## src/rtl/ps2_action_decoder.sv

```systemverilog
// rtl/ps2_action_decoder.sv - PS/2 frame receiver and make/break decoder driving a 4-bit player action code.
// Optional parity enforcement: define PS2_PARITY_CHECK_EN.
module ps2_action_decoder #(
  parameter int FILTER_LEN     = 8,
  parameter int TIMEOUT_CYCLES = 50000
) (
  input  logic       clk,
  input  logic       reset,
  input  logic       ps2_clk,
  input  logic       ps2_data,
  output logic [3:0] keyboard_input,
  output logic       key_valid,
  output logic       frame_err
);

  localparam int FW = $clog2(FILTER_LEN + 1);
  localparam int TW = $clog2(TIMEOUT_CYCLES + 1);

`ifdef PS2_PARITY_CHECK_EN
  localparam bit PARITY_EN = 1'b1;
`else
  localparam bit PARITY_EN = 1'b0;
`endif

  typedef enum logic [1:0] {IDLE, DATA, PARITY, STOP} state_t;

  logic [1:0]    clk_sync, data_sync;
  logic          filt_clk, filt_prev;
  logic [FW-1:0] filt_cnt;
  logic          strobe, data_bit;

  state_t        state, state_n;
  logic [2:0]    bit_cnt, bit_cnt_n;
  logic [7:0]    shift, shift_n;
  logic          par_bit, par_n;
  logic [TW-1:0] wd, wd_n;
  logic          deliver, err_n, parity_ok;

  logic          brk, brk_n, ext, ext_n;
  logic [3:0]    kin_n, act;
  logic          kv_n;

  // Synchronizers and glitch filter: the filtered level flips only after a full run of disagreeing samples.
  always_ff @(posedge clk or posedge reset) begin
    if (reset) begin
      clk_sync  <= 2'b11;
      data_sync <= 2'b11;
      filt_clk  <= 1'b1;
      filt_prev <= 1'b1;
      filt_cnt  <= '0;
    end else begin
      clk_sync  <= {clk_sync[0], ps2_clk};
      data_sync <= {data_sync[0], ps2_data};
      filt_prev <= filt_clk;
      if (clk_sync[1] == filt_clk) begin
        filt_cnt <= '0;
      end else if (filt_cnt == FW'(FILTER_LEN - 1)) begin
        filt_clk <= clk_sync[1];
        filt_cnt <= '0;
      end else begin
        filt_cnt <= filt_cnt + FW'(1);
      end
    end
  end

  assign strobe    = filt_prev & ~filt_clk;
  assign data_bit  = data_sync[1];
  // With enforcement off the captured parity bit is masked out here.
  assign parity_ok = ~PARITY_EN | (^{shift, par_bit});

  function automatic logic [3:0] action_of(input logic [7:0] code);
    case (code)
      8'h1C:   action_of = 4'd1;
      8'h1B:   action_of = 4'd2;
      8'h23:   action_of = 4'd3;
      8'h1D:   action_of = 4'd4;
      8'h29:   action_of = 4'd5;
      default: action_of = 4'd0;
    endcase
  endfunction

  always_ff @(posedge clk or posedge reset) begin
    if (reset) begin
      state          <= IDLE;
      bit_cnt        <= '0;
      shift          <= '0;
      par_bit        <= 1'b0;
      wd             <= '0;
      brk            <= 1'b0;
      ext            <= 1'b0;
      keyboard_input <= '0;
      key_valid      <= 1'b0;
      frame_err      <= 1'b0;
    end else begin
      state          <= state_n;
      bit_cnt        <= bit_cnt_n;
      shift          <= shift_n;
      par_bit        <= par_n;
      wd             <= wd_n;
      brk            <= brk_n;
      ext            <= ext_n;
      keyboard_input <= kin_n;
      key_valid      <= kv_n;
      frame_err      <= err_n;
    end
  end

  always_comb begin
    state_n   = state;
    bit_cnt_n = bit_cnt;
    shift_n   = shift;
    par_n     = par_bit;
    wd_n      = '0;
    deliver   = 1'b0;
    err_n     = 1'b0;
    if (state != IDLE && !strobe) wd_n = wd + TW'(1);
    case (state)
      IDLE: begin
        if (strobe && !data_bit) begin
          state_n   = DATA;
          bit_cnt_n = '0;
        end
      end
      DATA: begin
        if (strobe) begin
          shift_n   = {data_bit, shift[7:1]};
          bit_cnt_n = bit_cnt + 3'd1;
          if (bit_cnt == 3'd7) state_n = PARITY;
        end
      end
      PARITY: begin
        if (strobe) begin
          par_n   = data_bit;
          state_n = STOP;
        end
      end
      STOP: begin
        if (strobe) begin
          state_n = IDLE;
          if (data_bit && parity_ok) deliver = 1'b1;
          else                       err_n   = 1'b1;
        end
      end
      default: state_n = IDLE;
    endcase
    // A stalled frame is abandoned; decoder flags survive so a pending F0/E0 still applies.
    if (state != IDLE && !strobe && wd == TW'(TIMEOUT_CYCLES - 1)) begin
      state_n = IDLE;
      err_n   = 1'b1;
      wd_n    = '0;
    end
  end

  always_comb begin
    kin_n = keyboard_input;
    kv_n  = 1'b0;
    brk_n = brk;
    ext_n = ext;
    act   = action_of(shift);
    if (deliver) begin
      if (shift == 8'hF0) begin
        brk_n = 1'b1;
      end else if (shift == 8'hE0) begin
        ext_n = 1'b1;
      end else begin
        if (!ext && act != 4'd0) begin
          if (brk) begin
            if (act == keyboard_input) kin_n = 4'd0;
          end else if (act != keyboard_input) begin
            kin_n = act;
            kv_n  = 1'b1;
          end
        end
        brk_n = 1'b0;
        ext_n = 1'b0;
      end
    end
  end

endmodule
```

## config.mk

```make
export PLATFORM = sky130hd
export DESIGN_NAME = ps2_action_decoder
export DESIGN_NICKNAME = d
export VERILOG_FILES = /design/src/rtl/ps2_action_decoder.sv
export SDC_FILE = /design/constraint.sdc
export NUM_CORES = 1
export LEC_CHECK = 0
export CORE_MARGIN = 2
export CORE_UTILIZATION = 30
export DETAILED_ROUTE_END_ITERATION = 8
export PLACE_DENSITY_LB_ADDON = 0.15
export SETUP_SLACK_MARGIN = 0.5
export SLEW_MARGIN = 5
export SYNTH_ARGS = -nofsm -noshare
export SYNTH_HDL_FRONTEND = slang
export SYNTH_SLANG_ARGS = --single-unit
```

## constraint.sdc

```tcl
create_clock -name clk -period 6.1 [get_ports clk]
set_input_delay 0.61 -clock clk [delete_from_list [all_inputs] [get_ports clk]]
set_output_delay 0.61 -clock clk [all_outputs]
set_load 0.02 [all_outputs]
```

Word-level counts from Yosys, hierarchy flattened. Index checks and enable logic that the tools add are counted.

Bits in registers: 47. Bits of input ports: 4.

Muxes and demuxes: 34. Eq/ne operators: 25. $add $sub $neg: 3. Reduce and logical (&&, ||, !) cells: 19. Bitwise operators: 5.

Operators by type and width (number): $mux 16 (2); $eq 8x5->1 const B (3); $mux 4 (5); $add 16x1->16 const B (1); $eq 16x16->1 const B (1); $eq 8x6->1 const B (2); $eq 8x8->1 const B (2); $mux 1 (16); $ne 3x3->1 const B (5); $pmux 3 s5 (1); $mux 2 (6); $pmux 2 s4 (1); $reduce_and 2->1 (4); $mux 3 (2); $ne 2x2->1 const B (3); $pmux 3 s2 (1); $reduce_and 6->1 (1); $reduce_bool 2->1 (3); $reduce_and 5->1 (1); $add 4x1->4 const B (1); $eq 2x2->1 const B (2); $eq 4x3->1 const B (1); $eq 4x4->1 (1); $logic_and 1x1->1 (4); 12 further kinds (17).

Longest topological paths before layout. Gate-level depths: netlist of run 1.

Depth after elaboration: 9. Mapped depth: 9. Depth with buffers taken out: 9.

Worst setup path after synthesis of run 1. No wires, ideal clock.

Path kind: register to register. Start: register shift[6]. End: register keyboard_input[0]. Period minus slack after synthesis: 2346 ps. Stages on the path, launching flop included: 10. Buffers on the path: 0. Setup slack: 3754 ps. Arrival time: 2221 ps. Data required time: 5975 ps. Cell sequence: dfrtp_1 -> or4b_1 -> nor3_1 -> a21oi_1 -> xor2_1 -> nand3_1 -> ha_1 -> nor2_1 -> o211ai_1 -> mux2_2.

Cells in the longest elaborated chain, start to end: 5. Elaborated cells between the ends (all ways): 19. Those cells by class: 10 x eq/ne; 3 x mux; 2 x bitwise; 4 x reduce/logical.

RTL lines: from (decl) (RTL line 34) `logic [7:0] shift, shift_n;`; from (signal assigned) (RTL line 97) `shift <= shift_n;`; $eq 8x6->1 / $eq 8x5->1 (equally long branches) (RTL line 72) `case (code)`; $pmux 3 s5 (RTL line 72); $eq 4x4->1, or another cell as far along (RTL line 168) `if (act == keyboard_input) kin_n = 4'd0;`; $ne 2x1->1 (no line), or another cell as far along; $reduce_and 6->1 (no line); to (signal assigned) (RTL line 102) `keyboard_input <= kin_n;`; to (decl) (RTL line 11) `output logic [3:0] keyboard_input,`.

Parallel ways exist; a longest one is shown, timed or not. The select of a mux whose other input is x is not followed. A chain may end at the register's enable or synchronous reset.

Worst setup path in the final report of run 1. Same ends and word-level chain as after synthesis.

==> results of run 1 <==
## cell usage in the layout, fill, tap and decap left out, drive strengths merged, types with 2 or more instances in the layout
cell           count
o21ai              7
nor4               2
dfstp              6
nand3b             2
dfrtp             40
nand2b             6
nand4              4
nor2              36
nand3              9
a21oi              4
mux2i              3
nand2             11
a31oi              2
or3                2
xor2               9
nor2b              5
and3               3
clkbuf             7
clkdlybuf4s50      8
xnor2             11
ha                 9
inv               10
nor3               7
mux2              11
## worst min path at each step
stage / slack, ns / from / end
2_1_floorplan: 0.35 / clk_sync[0] / clk_sync[1]
3_3_place_gp: 0.35 / clk_sync[0] / clk_sync[1]
6_report: 0.35 / data_sync[0] / data_sync[1]
3_5_place_dp: 0.35 / clk_sync[0] / clk_sync[1]
4_1_cts: 0.35 / data_sync[0] / data_sync[1]
5_1_grt: 0.36 / clk_sync[0] / clk_sync[1]
## Yosys cell counts, drive strengths merged (2+ instances only)
library cell / instances / share of area (%)
dfrtp: 40 / 43
nand2: 11 / 1.8
or3: 2 / 0.54
mux2: 11 / 5.4
dfstp: 6 / 6.8
a31oi: 2 / 0.81
ha: 9 / 4.9
and3: 3 / 0.81
mux2i: 3 / 1.3
o21ai: 7 / 1.5
a21oi: 4 / 0.87
nor3: 7 / 1.5
nor2b: 5 / 1.4
clkbuf: 2 / 0.33
nand3: 9 / 2.0
nand3b: 2 / 0.65
xnor2: 11 / 4.2
nand2b: 6 / 1.6
nor4: 2 / 0.54
inv: 10 / 1.6
buf: 4 / 1.8
nor2: 36 / 5.9
nand4: 4 / 1.1
xor2: 9 / 3.4
## routing by layer
layer	GRT usage, %	wire length (um)	share of wire (%)	vias up
met5	0	0	0	-
met1	14.1	1990	49	740
met3	2.71	126	3.1	8
met2	16.5	1870	46	18
met4	4.17	63	1.6	0
li1	-	-	-	770
## flip-flops by register name, summed over array words and instances (netlist names), 2 cells and up
signal	count
bit_cnt	3
shift	8
wd	16
keyboard_input	3
clk_sync	2
state	2
data_sync	2
filt_cnt	4
## through the flow
stage | util, % | hold slack [ns] | worst slack [ns]
floorplan | - | 0.345 | 3.75
global placement | 33.5 | 0.347 | 3.64
detailed placement | 33.5 | 0.347 | 3.59
CTS | 34.8 | 0.350 | 3.57
global route | 34.8 | 0.363 | 3.40
finish | 34.8 | 0.350 | 3.58
## where the power goes
group	leakage [nW]	switching [mW]	internal (mW)
Sequential	0.612	0.0402	0.353
Combinational	0.478	0.125	0.0806
Clock	0.0482	0.103	0.0916
Total	1.14	0.268	0.525
## cell type report
| class | count | area, um^2 | area share, % |
|---|---|---|---|
| Tap cell | 99 | 124 | 4.86 |
| Clock buffer | 7 | 86.3 | 3.39 |
| Timing Repair Buffer | 8 | 80.1 | 3.14 |
| Sequential cell | 46 | 1160 | 45.4 |
| Clock inverter | 1 | 5.00 | 0.196 |
| Inverter | 10 | 37.5 | 1.47 |
| Multi-Input combinational cell | 159 | 1060 | 41.5 |
## kinds of logic after synthesis
logic type,after synthesis,share of synthesized area (%)
multiplexers,14,6.68
flip-flops,46,50.3
adder cells (fa/ha/maj),9,4.89
buffers and inverters,16,3.75
XOR/XNOR,20,7.60
other,1,0.163
AO/OA/AOI/OAI,22,6.52
AND/OR/NAND/NOR,93,20.1
==> out/results.tsv, run 1 <==
metric	value	unit
synthesis.area	0.00230	mm^2
cts_buffer_depth	2	
fillers	752	
post_cts_resized	0	
worst-path-buf-inv	0	
path_class	flip-flop to flip-flop	
first_pass_iters	4	
grt_max_degree	47	
wl	4050	um
worst_pin_slew	0.961	ns
grt_pass1_vias	1487	
core-area	0.00733	mm^2
required	6.29	ns
cp.arrival	2.71	ns
slew_violations	0	
die_x	91.6	um
max_clock_freq	397	MHz
htreeDepth	2	
placement_rows	31	
hold_path_class	flip-flop to flip-flop	
synth_ff_type	dfrtp_1	
synthCells	221	
critPathSlowestCell	or4b_1	
finClkSkew	0.00910	ns
placed_area	0.00246	mm^2
rsz0062_at_grt	false	
wire_per_inst	12.3	um
reg2reg_depth	9	
holdPathStages	0	
final_layout_size_suffix_gt1_share	11.7	%
crit_chain	or4b_1 > nor3_1 > a21oi_1 > xor2_1 > nand3_1 > ha_1 > nor2_1 > o211ai_1 > mux2_2	
timing.setup.tns	0	ns
clkTransAtPathRegs	0.09	ns
slew_headroom	35.9	%
post_cts_buffers	0	
viasPerCell	4.65	
syn_nets	234	
ys_seq_area_share	50.3	%
cp_num_cells	9	
critPathLaunch	shift[6]	
slowest_delay	0.58	ns
drtIter0Drc	43	
irDropWorstVdd	0.116	mV
critPathMaxFanout	5	
synthDistinctLibCells	43	
cts_root_buf	clkbuf_8	
place_hpwl	2780	um
start_util	31.4	%
start_kind	flip-flop	
power.density	311	mW/mm^2
diodes	0	
dpl.cell_count	322	
grt_pass1_wl	7120	um
area.growth.synth_to_final	10.7	%
drv_cap	0	
nNetsFinal	243	
port_buffers	8	
place_congestion	0.764	
end_kind	flip-flop	
synth_edf_count	0	
r2r_end	keyboard_input[0]	
grt_overflow_total	0	
grt_antenna_before_repair	0	
design.die.area	0.00840	mm^2
postLayoutCellArea	0.00255	mm^2
holdBufCountCts	0	
die_y	91.6	um
ios	10	
yosys_register_bits	46	
clock-sinks	46	
min_period	2.52	ns
leakage	1.14	nW
syn_area_per_cell	10.4	um^2
finalPower	793	uW
critPathTopFamily	simple AND/OR/NAND/NOR gates	
cts_tree	yes	
crit_end	keyboard_input[0]	
drc	0	
finalNonFillerCells	330	
finalSetupViolations	0	
ant_nets	0	
clock_latency	0.30	ns
route.vias.total	1536	
timing.final.crit_share	41.3	%
track_usage	10.6	%
async_reset_ff_share	100	%
r2r_start	shift[6]	
hold_violations	0	
reg2reg_slack	3.58	ns
cts_buffers	5	
status	complete, no violations	
yosys_warnings	0	
No activity file was read; power rests on OpenSTA's default activity.
==> run 2: changes to the inputs <==
Clock period 6.1 ns to 2.6 ns, I/O delays scaled along.
==> run 2 against run 1 <==
  * Final cell count up 2.4%
  * First-iteration DRC count is 40% higher
  * Maximum frequency increased by 5.9%
  * Sequential cell count unchanged
  * Sequential share of layout area decreased by 1.4 points
  * Routed wire length down 0.81%
  * Critical path depth stayed put
  * Register-to-register slack got worse by 3.4 ns
  * Highest routed layer unchanged
==> out/results.tsv, run 2 (same netlist as run 1, synthesis figures left out) <==
metric	value	unit	change
status	complete, no violations		unchanged
reg2reg_depth	9		unchanged
worst_pin_slew	0.585	ns	was 0.961 ns
die_y	91.6	um	unchanged
mostFrequentLayoutCells	dfrtp_1, nor2_1, nand2_1, mux2_2, xnor2_1		unchanged
swShare	33.0	%	was 33.8%
clock-sinks	46		unchanged
grt_overflow_total	0		unchanged
design.die.area	0.00840	mm^2	unchanged
viasPerCell	4.52		was 4.65
grt_pass1_wl	7330	um	was 7120 um
timing.setup.tns	0	ns	unchanged
hold_violations	0		unchanged
reg.largest.list	wd: 16 flops, shift: 8 flops, filt_cnt: 4 flops		unchanged
start_util	31.4	%	unchanged
ant_nets	0		unchanged
drtIter0Drc	60		was 43
timing.final.crit_share	91.5	%	was 41.3%
rsz0062_at_grt	true		was false
power_frac_comb	27.6	%	was 25.9%
first_pass_iters	4		unchanged
slew_violations	0		unchanged
clock_latency	0.30	ns	about the same
clkTransAtPathRegs	0.09	ns	about the same
final_common_cell	dfrtp_1		unchanged
htreeDepth	2		unchanged
path_class	flip-flop to flip-flop		unchanged
nNetsFinal	251		was 243
pwr-share-clk	24.0	%	was 24.5%
start_kind	flip-flop		unchanged
intPower	1.27	mW	was 525 uW
dpl.cell_count	325		was 322
cts_root_buf	clkbuf_8		unchanged
cts_tree	yes		unchanged
track_usage	10.8	%	was 10.6%
wl	4020	um	was 4050 um
hold_path_class	flip-flop to flip-flop		unchanged
drv_cap	0		unchanged
power.density	721	mW/mm^2	was 311 mW/mm^2
reg2reg_slack	0.22	ns	was 3.58 ns
leakage	1.18	nW	was 1.14 nW
end_kind	flip-flop		unchanged
drc	0		unchanged
finalNonFillerCells	338		was 330
place_hpwl	2690	um	was 2780 um
core-area	0.00733	mm^2	unchanged
place_congestion	0.806		was 0.764
cts_buffer_depth	2		unchanged
grt_max_degree	47		unchanged
final_layout_size_suffix_gt1_share	16.3	%	was 11.7%
finClkSkew	0.0140	ns	was 0.00910 ns
port_buffers	8		unchanged
crit_end	keyboard_input[2]		was keyboard_input[0]
finalSetupViolations	0		unchanged
r2r_start	shift[7]		was shift[6]
max_clock_freq	421	MHz	was 397 MHz
largest_reg_flops	16		unchanged
die_x	91.6	um	unchanged
r2r_end	keyboard_input[2]		was keyboard_input[0]
p_seq_share	48.4	%	was 49.5%
grt_pass1_vias	1576		was 1487
irDropWorstVdd	0.293	mV	was 0.116 mV
wire_per_inst	11.9	um	was 12.3 um
critPathLaunch	shift[7]		was shift[6]
switching_power	627	uW	was 268 uW
route.vias.total	1528		was 1536
critPathMaxFanout	3		was 5
ios	10		unchanged
cp.arrival	2.57	ns	was 2.71 ns
cts_buffers	5		unchanged
diodes	0		unchanged
area.growth.synth_to_final	14.2	%	was 10.7%
min_period	2.38	ns	was 2.52 ns
placement_rows	31		unchanged
grt_antenna_before_repair	0		unchanged
slew_headroom	61.0	%	was 35.9%
largest-register	wd		unchanged
required	2.79	ns	was 6.29 ns
==> run 2: power groups by stage <==
stage                     Sequential (mW)  Clock (mW)  Combinational (mW)
final                               0.918       0.455               0.525
after global routing                0.937       0.505               0.622
after CTS                           0.920       0.476               0.534
after detailed placement            0.939           0               0.510
after global placement              0.935           0               0.508
after floorplan                     0.913           0               0.454
==> run 2: worst min-delay path by stage <==
stage	from	end	slack, ns	depth (start not counted)
2_1_floorplan	ps2_clk	clk_sync[0]	0.26	0
3_3_place_gp	clk_sync[0]	clk_sync[1]	0.35	0
3_5_place_dp	data_sync[0]	data_sync[1]	0.35	0
4_1_cts	ps2_clk	clk_sync[0]	0.36	1
5_1_grt	ps2_data	data_sync[0]	0.36	1
6_report	data_sync[0]	data_sync[1]	0.36	0
==> run 2: layout make-up <==
type	instances	area, um^2
Fill cell	721	4700
Sequential cell	46	1160
Multi-Input combinational cell	159	1080
Timing Repair Buffer	16	140
Tap cell	99	124
Clock buffer	8	90.1
Inverter	10	37.5
==> run 2: repair_timing <==
action | CTS | global route
setup endpoints to repair | 3 | 4
resized for setup | 2 | 2
hold buffers | 0 | 0
buffers inserted | 4 | 1
pin swaps | 1 | 1
==> run 2: metrics by stage <==
stage	cell area, um^2	utilization (%)	setup slack (ns)	power, mW	hold WS (ns)
6_report	2630	35.9	0.222	1.90	0.358
3_5_place_dp	2490	34.0	0.190	1.45	0.347
5_1_grt	2630	35.9	0.0690	2.06	0.363
3_3_place_gp	2490	34.0	0.273	1.44	0.346
2_1_floorplan	2320	-	0.361	1.37	0.264
4_1_cts	2620	35.7	0.236	1.93	0.357
==> run 2: per-layer routing <==
metal | wire [um] | global-route usage, % | part of all wire (%) | vias up
met5 | 0 | 0 | 0 | -
met4 | 68 | 3.79 | 1.7 | 0
met3 | 76 | 2.71 | 1.9 | 6
met2 | 1890 | 17.4 | 47 | 13
met1 | 1990 | 14.0 | 49 | 726
li1 | - | - | - | 783
==> run 2: critical path, stage by stage (launching register included) <==
cell	delay (ns)
dfrtp_1	0.39
or4b_4	0.57
nor3_4	0.13
a21oi_2	0.06
xor2_1	0.14
nand3_1	0.10
ha_1	0.29
nor2_2	0.12
o211ai_1	0.16
mux2_2	0.31
